$ cat src/rtl/rvfi_trace_packer.sv
// Captures RVFI retirements into a packet FIFO and drains each packet as a
// 32-bit valid/ready word stream (4 words, or 5 when the retire touched memory).
module rvfi_trace_packer #(
  parameter int unsigned DEPTH = 4,
  parameter logic [7:0]  SYNC  = 8'hA5
) (
  input  logic                     clk_i,
  input  logic                     rst_ni,
  input  logic                     trace_en_i,
  input  logic                     rvfi_valid,
  input  logic [63:0]              rvfi_order,
  input  logic [31:0]              rvfi_insn,
  input  logic                     rvfi_trap,
  input  logic                     rvfi_intr,
  input  logic [4:0]               rvfi_rd_addr,
  input  logic [31:0]              rvfi_rd_wdata,
  input  logic [31:0]              rvfi_pc_rdata,
  input  logic [31:0]              rvfi_mem_addr,
  input  logic [3:0]               rvfi_mem_rmask,
  input  logic [3:0]               rvfi_mem_wmask,
  output logic                     trace_valid_o,
  input  logic                     trace_ready_i,
  output logic [31:0]              trace_data_o,
  output logic                     trace_last_o,
  output logic [$clog2(DEPTH):0]   fifo_level_o,
  output logic [15:0]              drop_cnt_o
);

  localparam int unsigned AW = $clog2(DEPTH);
  localparam int unsigned LW = AW + 1;

  typedef struct packed {
    logic [7:0]  order;
    logic        trap;
    logic        intr;
    logic [4:0]  rd_addr;
    logic [3:0]  rmask;
    logic [3:0]  wmask;
    logic        gap;
    logic [31:0] pc;
    logic [31:0] insn;
    logic [31:0] rd_wdata;
    logic [31:0] mem_addr;
  } pkt_t;

  typedef enum logic [0:0] {
    ST_IDLE = 1'b0,
    ST_SEND = 1'b1
  } state_e;

  // Handshake: a word transfers on any rising clk_i where trace_valid_o and
  // trace_ready_i are both high; valid, data and last hold until that happens.

  state_e          state_q, state_d;
  pkt_t            mem_q [DEPTH];
  pkt_t            mem_d [DEPTH];
  logic [AW-1:0]   wr_ptr_q, wr_ptr_d;
  logic [AW-1:0]   rd_ptr_q, rd_ptr_d;
  logic [LW-1:0]   level_q, level_d;
  logic [2:0]      widx_q, widx_d;
  logic [15:0]     drop_cnt_q, drop_cnt_d;
  logic            drop_pending_q, drop_pending_d;

  logic            push;
  logic            drop;
  logic            pop;
  logic            hs;
  logic            is_last;
  logic            has_mem;
  logic [2:0]      last_idx;
  logic [31:0]     word;
  pkt_t            head;
  pkt_t            pkt_in;
  logic            unused_order;

  assign unused_order = ^rvfi_order[63:8];

  // Full/empty decisions use only the registered level, so a same-cycle pop
  // never makes room for an incoming retire.
  assign push = rvfi_valid && trace_en_i && (level_q <  LW'(DEPTH));
  assign drop = rvfi_valid && trace_en_i && (level_q == LW'(DEPTH));

  always_comb begin
    pkt_in          = '0;
    pkt_in.order    = rvfi_order[7:0];
    pkt_in.trap     = rvfi_trap;
    pkt_in.intr     = rvfi_intr;
    pkt_in.rd_addr  = rvfi_rd_addr;
    pkt_in.rmask    = rvfi_mem_rmask;
    pkt_in.wmask    = rvfi_mem_wmask;
    pkt_in.gap      = drop_pending_q;
    pkt_in.pc       = rvfi_pc_rdata;
    pkt_in.insn     = rvfi_insn;
    pkt_in.rd_wdata = rvfi_rd_wdata;
    pkt_in.mem_addr = rvfi_mem_addr;
  end

  assign head     = mem_q[rd_ptr_q];
  assign has_mem  = |(head.rmask | head.wmask);
  assign last_idx = has_mem ? 3'd4 : 3'd3;
  assign is_last  = (widx_q == last_idx);

  always_comb begin
    word = '0;
    case (widx_q)
      3'd0:    word = {SYNC, head.trap, head.intr, head.rd_addr, head.rmask,
                       head.wmask, head.gap, head.order};
      3'd1:    word = head.pc;
      3'd2:    word = head.insn;
      3'd3:    word = head.rd_wdata;
      default: word = head.mem_addr;
    endcase
  end

  assign trace_valid_o = (state_q == ST_SEND);
  assign hs            = trace_valid_o && trace_ready_i;
  assign pop           = hs && is_last;
  // Gated so the idle bus reads zero rather than a stale head header.
  assign trace_data_o  = trace_valid_o ? word : 32'h0;
  assign trace_last_o  = trace_valid_o && is_last;
  assign fifo_level_o  = level_q;
  assign drop_cnt_o    = drop_cnt_q;

  always_comb begin
    mem_d          = mem_q;
    wr_ptr_d       = wr_ptr_q;
    rd_ptr_d       = rd_ptr_q;
    level_d        = level_q;
    widx_d         = widx_q;
    drop_cnt_d     = drop_cnt_q;
    drop_pending_d = drop_pending_q;

    if (push) begin
      mem_d[wr_ptr_q] = pkt_in;
      wr_ptr_d        = wr_ptr_q + 1'b1;
      drop_pending_d  = 1'b0;
    end
    if (drop) begin
      drop_pending_d = 1'b1;
      if (drop_cnt_q != 16'hFFFF) drop_cnt_d = drop_cnt_q + 16'd1;
    end
    if (hs) widx_d = is_last ? 3'd0 : widx_q + 3'd1;
    if (pop) rd_ptr_d = rd_ptr_q + 1'b1;

    case ({push, pop})
      2'b10:   level_d = level_q + 1'b1;
      2'b01:   level_d = level_q - 1'b1;
      default: level_d = level_q;
    endcase
  end

  always_comb begin
    state_d = state_q;
    case (state_q)
      ST_IDLE: if (push) state_d = ST_SEND;
      ST_SEND: if (pop && !push && (level_q == LW'(1))) state_d = ST_IDLE;
      default: state_d = ST_IDLE;
    endcase
  end

  always_ff @(posedge clk_i or negedge rst_ni) begin
    if (!rst_ni) begin
      state_q        <= ST_IDLE;
      wr_ptr_q       <= '0;
      rd_ptr_q       <= '0;
      level_q        <= '0;
      widx_q         <= '0;
      drop_cnt_q     <= '0;
      drop_pending_q <= 1'b0;
      for (int i = 0; i < int'(DEPTH); i++) mem_q[i] <= '0;
    end else begin
      state_q        <= state_d;
      wr_ptr_q       <= wr_ptr_d;
      rd_ptr_q       <= rd_ptr_d;
      level_q        <= level_d;
      widx_q         <= widx_d;
      drop_cnt_q     <= drop_cnt_d;
      drop_pending_q <= drop_pending_d;
      mem_q          <= mem_d;
    end
  end

endmodule

$ cat config.mk
export PLATFORM = sky130hd
export DESIGN_NAME = rvfi_trace_packer
export DESIGN_NICKNAME = d
export VERILOG_FILES = /design/src/rtl/rvfi_trace_packer.sv
export SDC_FILE = /design/constraint.sdc
export NUM_CORES = 1
export LEC_CHECK = 0
export CAP_MARGIN = 20
export CORE_MARGIN = 2
export CORE_UTILIZATION = 30
export CTS_CLUSTER_DIAMETER = 150
export DETAILED_ROUTE_END_ITERATION = 8
export PLACE_DENSITY = 0.57
export SYNTH_ARGS = -nofsm -noshare
export SYNTH_HDL_FRONTEND = slang
export SYNTH_SLANG_ARGS = --single-unit
$ cat constraint.sdc
create_clock -name clk_i -period 3.3 [get_ports clk_i]
set_clock_uncertainty 0.05 [all_clocks]
set_input_delay 0.825 -clock clk_i [delete_from_list [all_inputs] [get_ports clk_i]]
set_output_delay 0.825 -clock clk_i [all_outputs]
set_load 0.005 [all_outputs]
==> impl_metrics.tcl <==
set metrics [dict create \
    syn_area_mm2 0.0284 \
    antenna_left 0 \
    drv_cap 0 \
    worst_pin_slew_ns 0.787 \
    drt_iter0_markers 953 \
    clock_latency_ns 0.63 \
    yosys_warnings 0 \
    start_util_pct 30.3 \
    hp-class "input pin to asynchronous set/reset pin" \
    startpoint_type "flip-flop" \
    avgSynthCellArea_um2 16.1 \
    setup_tns_ns -8.83 \
    crit_type "flip-flop to primary output" \
    cts-root-buf "clkbuf_16" \
    seq_area_frac_synth_pct 56.0 \
    rrSetupSlack_ns 0.19 \
    async_reset_ff_share_pct 100 \
    grt_max_degree 67 \
    cpMaxStageDelayCell "dfrtp_4" \
    io_buffers 208 \
    cts.path.max_buffers 3 \
    wirelength_mm 81.1 \
    syn_inst 1767 \
    io_pins 265 \
    vias 17100 \
    place_inst 3216 \
    synthToLayoutAreaGrowth_pct 30.2 \
    synthesis.nets 1994 \
    required_ns 2.42 \
    coreArea_mm2 0.0936 \
    p_int_uw 26700 \
    grt_pass1_wl_mm 123 \
    dieArea_mm2 0.0971 \
    violations "setup timing" \
    nets 2333 \
    synth_ff_type "dfrtp_1" \
    grt_overflow 0 \
    power_frac_clock_pct 22.4 \
    fin_crit_sh_pct 111 \
    die_w_um 312 \
    sw_frac_of_total_pct 31.0 \
    fin_ws_ns -0.348 \
    maxSlewViolCount 0 \
    globalplace.congestion 0.734 \
    combPwrFrac_pct 42.7 \
    vias_per_cell 4.98 \
    finalNonFillerCells 3435 \
    fp.dieH_um 312 \
    synth-seq-cells 636 \
    holdBufCountCts 0 \
    drc 0 \
    finalPower_uw 38700 \
    power.leakage_uw 0.0157 \
    final-setup-viol-count 33 \
    htree_levels 3 \
    cp_max_fo 8 \
    wl_per_cell_um 23.6 \
    endpoint_kind "primary output" \
    dp_hpwl_mm 52.2 \
    layout_min_cycle_time_ns 3.65 \
    arrival_ns 2.77 \
    hold_viol_final 0 \
    rsz0062_at_grt "yes" \
    power_switching_uw 12000 \
    synthDistinctLibCells 39 \
    rows 112 \
    max_freq_mhz 274 \
    ir_drop_v 0.000340 \
    pwr-share-seq_pct 34.8 \
    path_clk_slew_ns 0.06 \
    firstDrtPassIters 4 \
    stdcell_area_mm2 0.0370 \
    path_cells "buf_12 -> buf_16 -> buf_16 -> buf_16 -> buf_6 -> mux4_2 -> a22oi_2 -> a31oi_2 -> buf_2" \
    powerDensity_mw_per_mm2 1050 \
    cpMostUsedCell "buf_16" \
    track_usage_pct 16.8 \
    synth_edf_count 0 \
    drive_gt1_share_pct 55.0 \
    relSlewSlack_pct 47.4 \
    outcome "complete, but fails checks" \
    grt_pass1_vias 19100 \
    place_area_mm2 0.0329 \
    numCtsBuffers 74 \
    post-place-ws_ns -0.288 \
    nFillCells 8624 \
    cts_tree "built" \
    antenna_found_initial 33 \
    cts_num_sinks 636 \
    max_stage_delay_ns 0.52 \
]
registers in the layout, summed over array words and instances (netlist names):
signal          cells
widx_q              3
fifo_level_o        3
drop_pending_q      1
wr_ptr_q            2
mem_q             608
drop_cnt_o         16
trace_valid_o       1
rd_ptr_q            2
final timing paths:
check / depth (start not counted) / start / to
worst min-delay path: 1 / rst_ni / mem_q[374]
worst max-delay path: 9 / rd_ptr_q[0] / trace_data_o[13]
max in group asynchronous: 2 / rst_ni / mem_q[253]
worst max register to register: 12 / rd_ptr_q[0] / fifo_level_o[2]
min in group clk_i: 1 / mem_q[115] / mem_q[115]
worst min register to register: 1 / mem_q[115] / mem_q[115]
final cells by class:
class	count	area [µm²]	area share, %
flip-flops and latches	636	15900	43.1
repair buffers	384	4360	11.8
inverters	11	46.3	0.125
multi-input cells	999	12400	33.5
clock inverters	25	352	0.951
well taps	1254	1570	4.24
diodes	14	35.0	0.0948
clock buffers	112	2280	6.16
power groups by stage:
| stage | logic, µW | clock network [µW] | registers (µW) |
|---|---|---|---|
| after floorplan | 9330 | 0 | 12800 |
| after global placement | 14300 | 0 | 13200 |
| after detailed placement | 14700 | 0 | 13600 |
| after CTS | 16600 | 8920 | 13400 |
| after global routing | 17600 | 9260 | 13900 |
| final | 16500 | 8670 | 13500 |
synthesized netlist by cell type, types with 2 or more instances:
library cell / number / area [µm²]
dfrtp_1: 636 / 15900
mux2_2: 611 / 6880
mux4_2: 152 / 3420
a22oi_1: 60 / 450
buf_2: 56 / 280
nand2_1: 49 / 184
clkbuf_1: 47 / 176
a31oi_1: 28 / 175
buf_1: 16 / 60.1
ha_1: 15 / 188
xnor2_1: 13 / 114
a21oi_1: 11 / 55.1
inv_1: 11 / 41.3
nor2_1: 9 / 33.8
nand4_1: 7 / 43.8
nand3_1: 6 / 30.0
xor2_1: 6 / 52.6
o21ai_0: 4 / 20.0
and3_1: 3 / 18.8
nor2b_1: 3 / 18.8
and2_1: 2 / 12.5
and4_1: 2 / 17.5
mux2i_1: 2 / 20.0
nor4_1: 2 / 12.5
nor4_4: 2 / 42.5
cell families after synthesis:
kind of cell               count (synthesis)  share of synthesized area, %
buffers and inverters                    132                          2.02
and+or+nand+nor                           89                          1.55
DFF                                      636                          56.0
AOI/OAI and AO/OA                        110                          2.74
adders and majority gates                 15                         0.661
xor gates and xnor gates                  20                         0.643
muxes                                    765                          36.3
worst max-delay path, delay by kind of cell (launching register included):
family | cells | cell delay (ns)
compound gates | 2 | 0.31
buf+inv | 6 | 0.87
flops | 1 | 0.52
mux | 1 | 0.42
through the flow:
stage	util [%]	hold slack, ns
2_1_floorplan	-	0.424
3_3_place_gp	35.2	0.426
3_5_place_dp	35.2	0.437
4_1_cts	39.3	0.168
5_1_grt	39.5	0.193
6_report	39.5	0.170
per-layer routing:
metal | global-route usage (%) | up-vias | share of wire [%]
li1 | - | 7403 | -
met1 | 21.2 | 9188 | 42
met2 | 27.4 | 361 | 49
met3 | 4.81 | 141 | 6.4
met4 | 6.05 | 26 | 2.4
met5 | 0 | - | 0.20
timing repair:
| item | CTS | global route |
|---|---|---|
| cloned | 9 | 0 |
| pin swaps | 53 | 20 |
| resized for setup | 247 | 22 |
| setup endpoints to repair | 33 | 33 |
| setup buffers | 56 | 9 |
cells in the final DEF (no fill, tap or decap), types with 5 or more instances in the layout:
master,instances
xor2_1,6
clkbuf_1,12
buf_16,12
nand3_1,6
a22oi_2,48
mux2_2,611
a22oi_1,12
buf_2,26
bufinv_16,7
clkbuf_16,76
a31oi_1,16
mux4_2,152
ha_1,10
buf_8,6
buf_6,23
nand2_2,5
clkdlybuf4s50_1,174
xnor2_1,13
dfrtp_1,632
a21oi_1,9
a31oi_2,8
clkinv_2,10
diode_2,14
inv_1,8
buf_4,85
clkbuf_8,24
nor2_1,9
nand4_1,7
buf_12,53
nand2_1,41
Power figures use the tool's default switching activity.
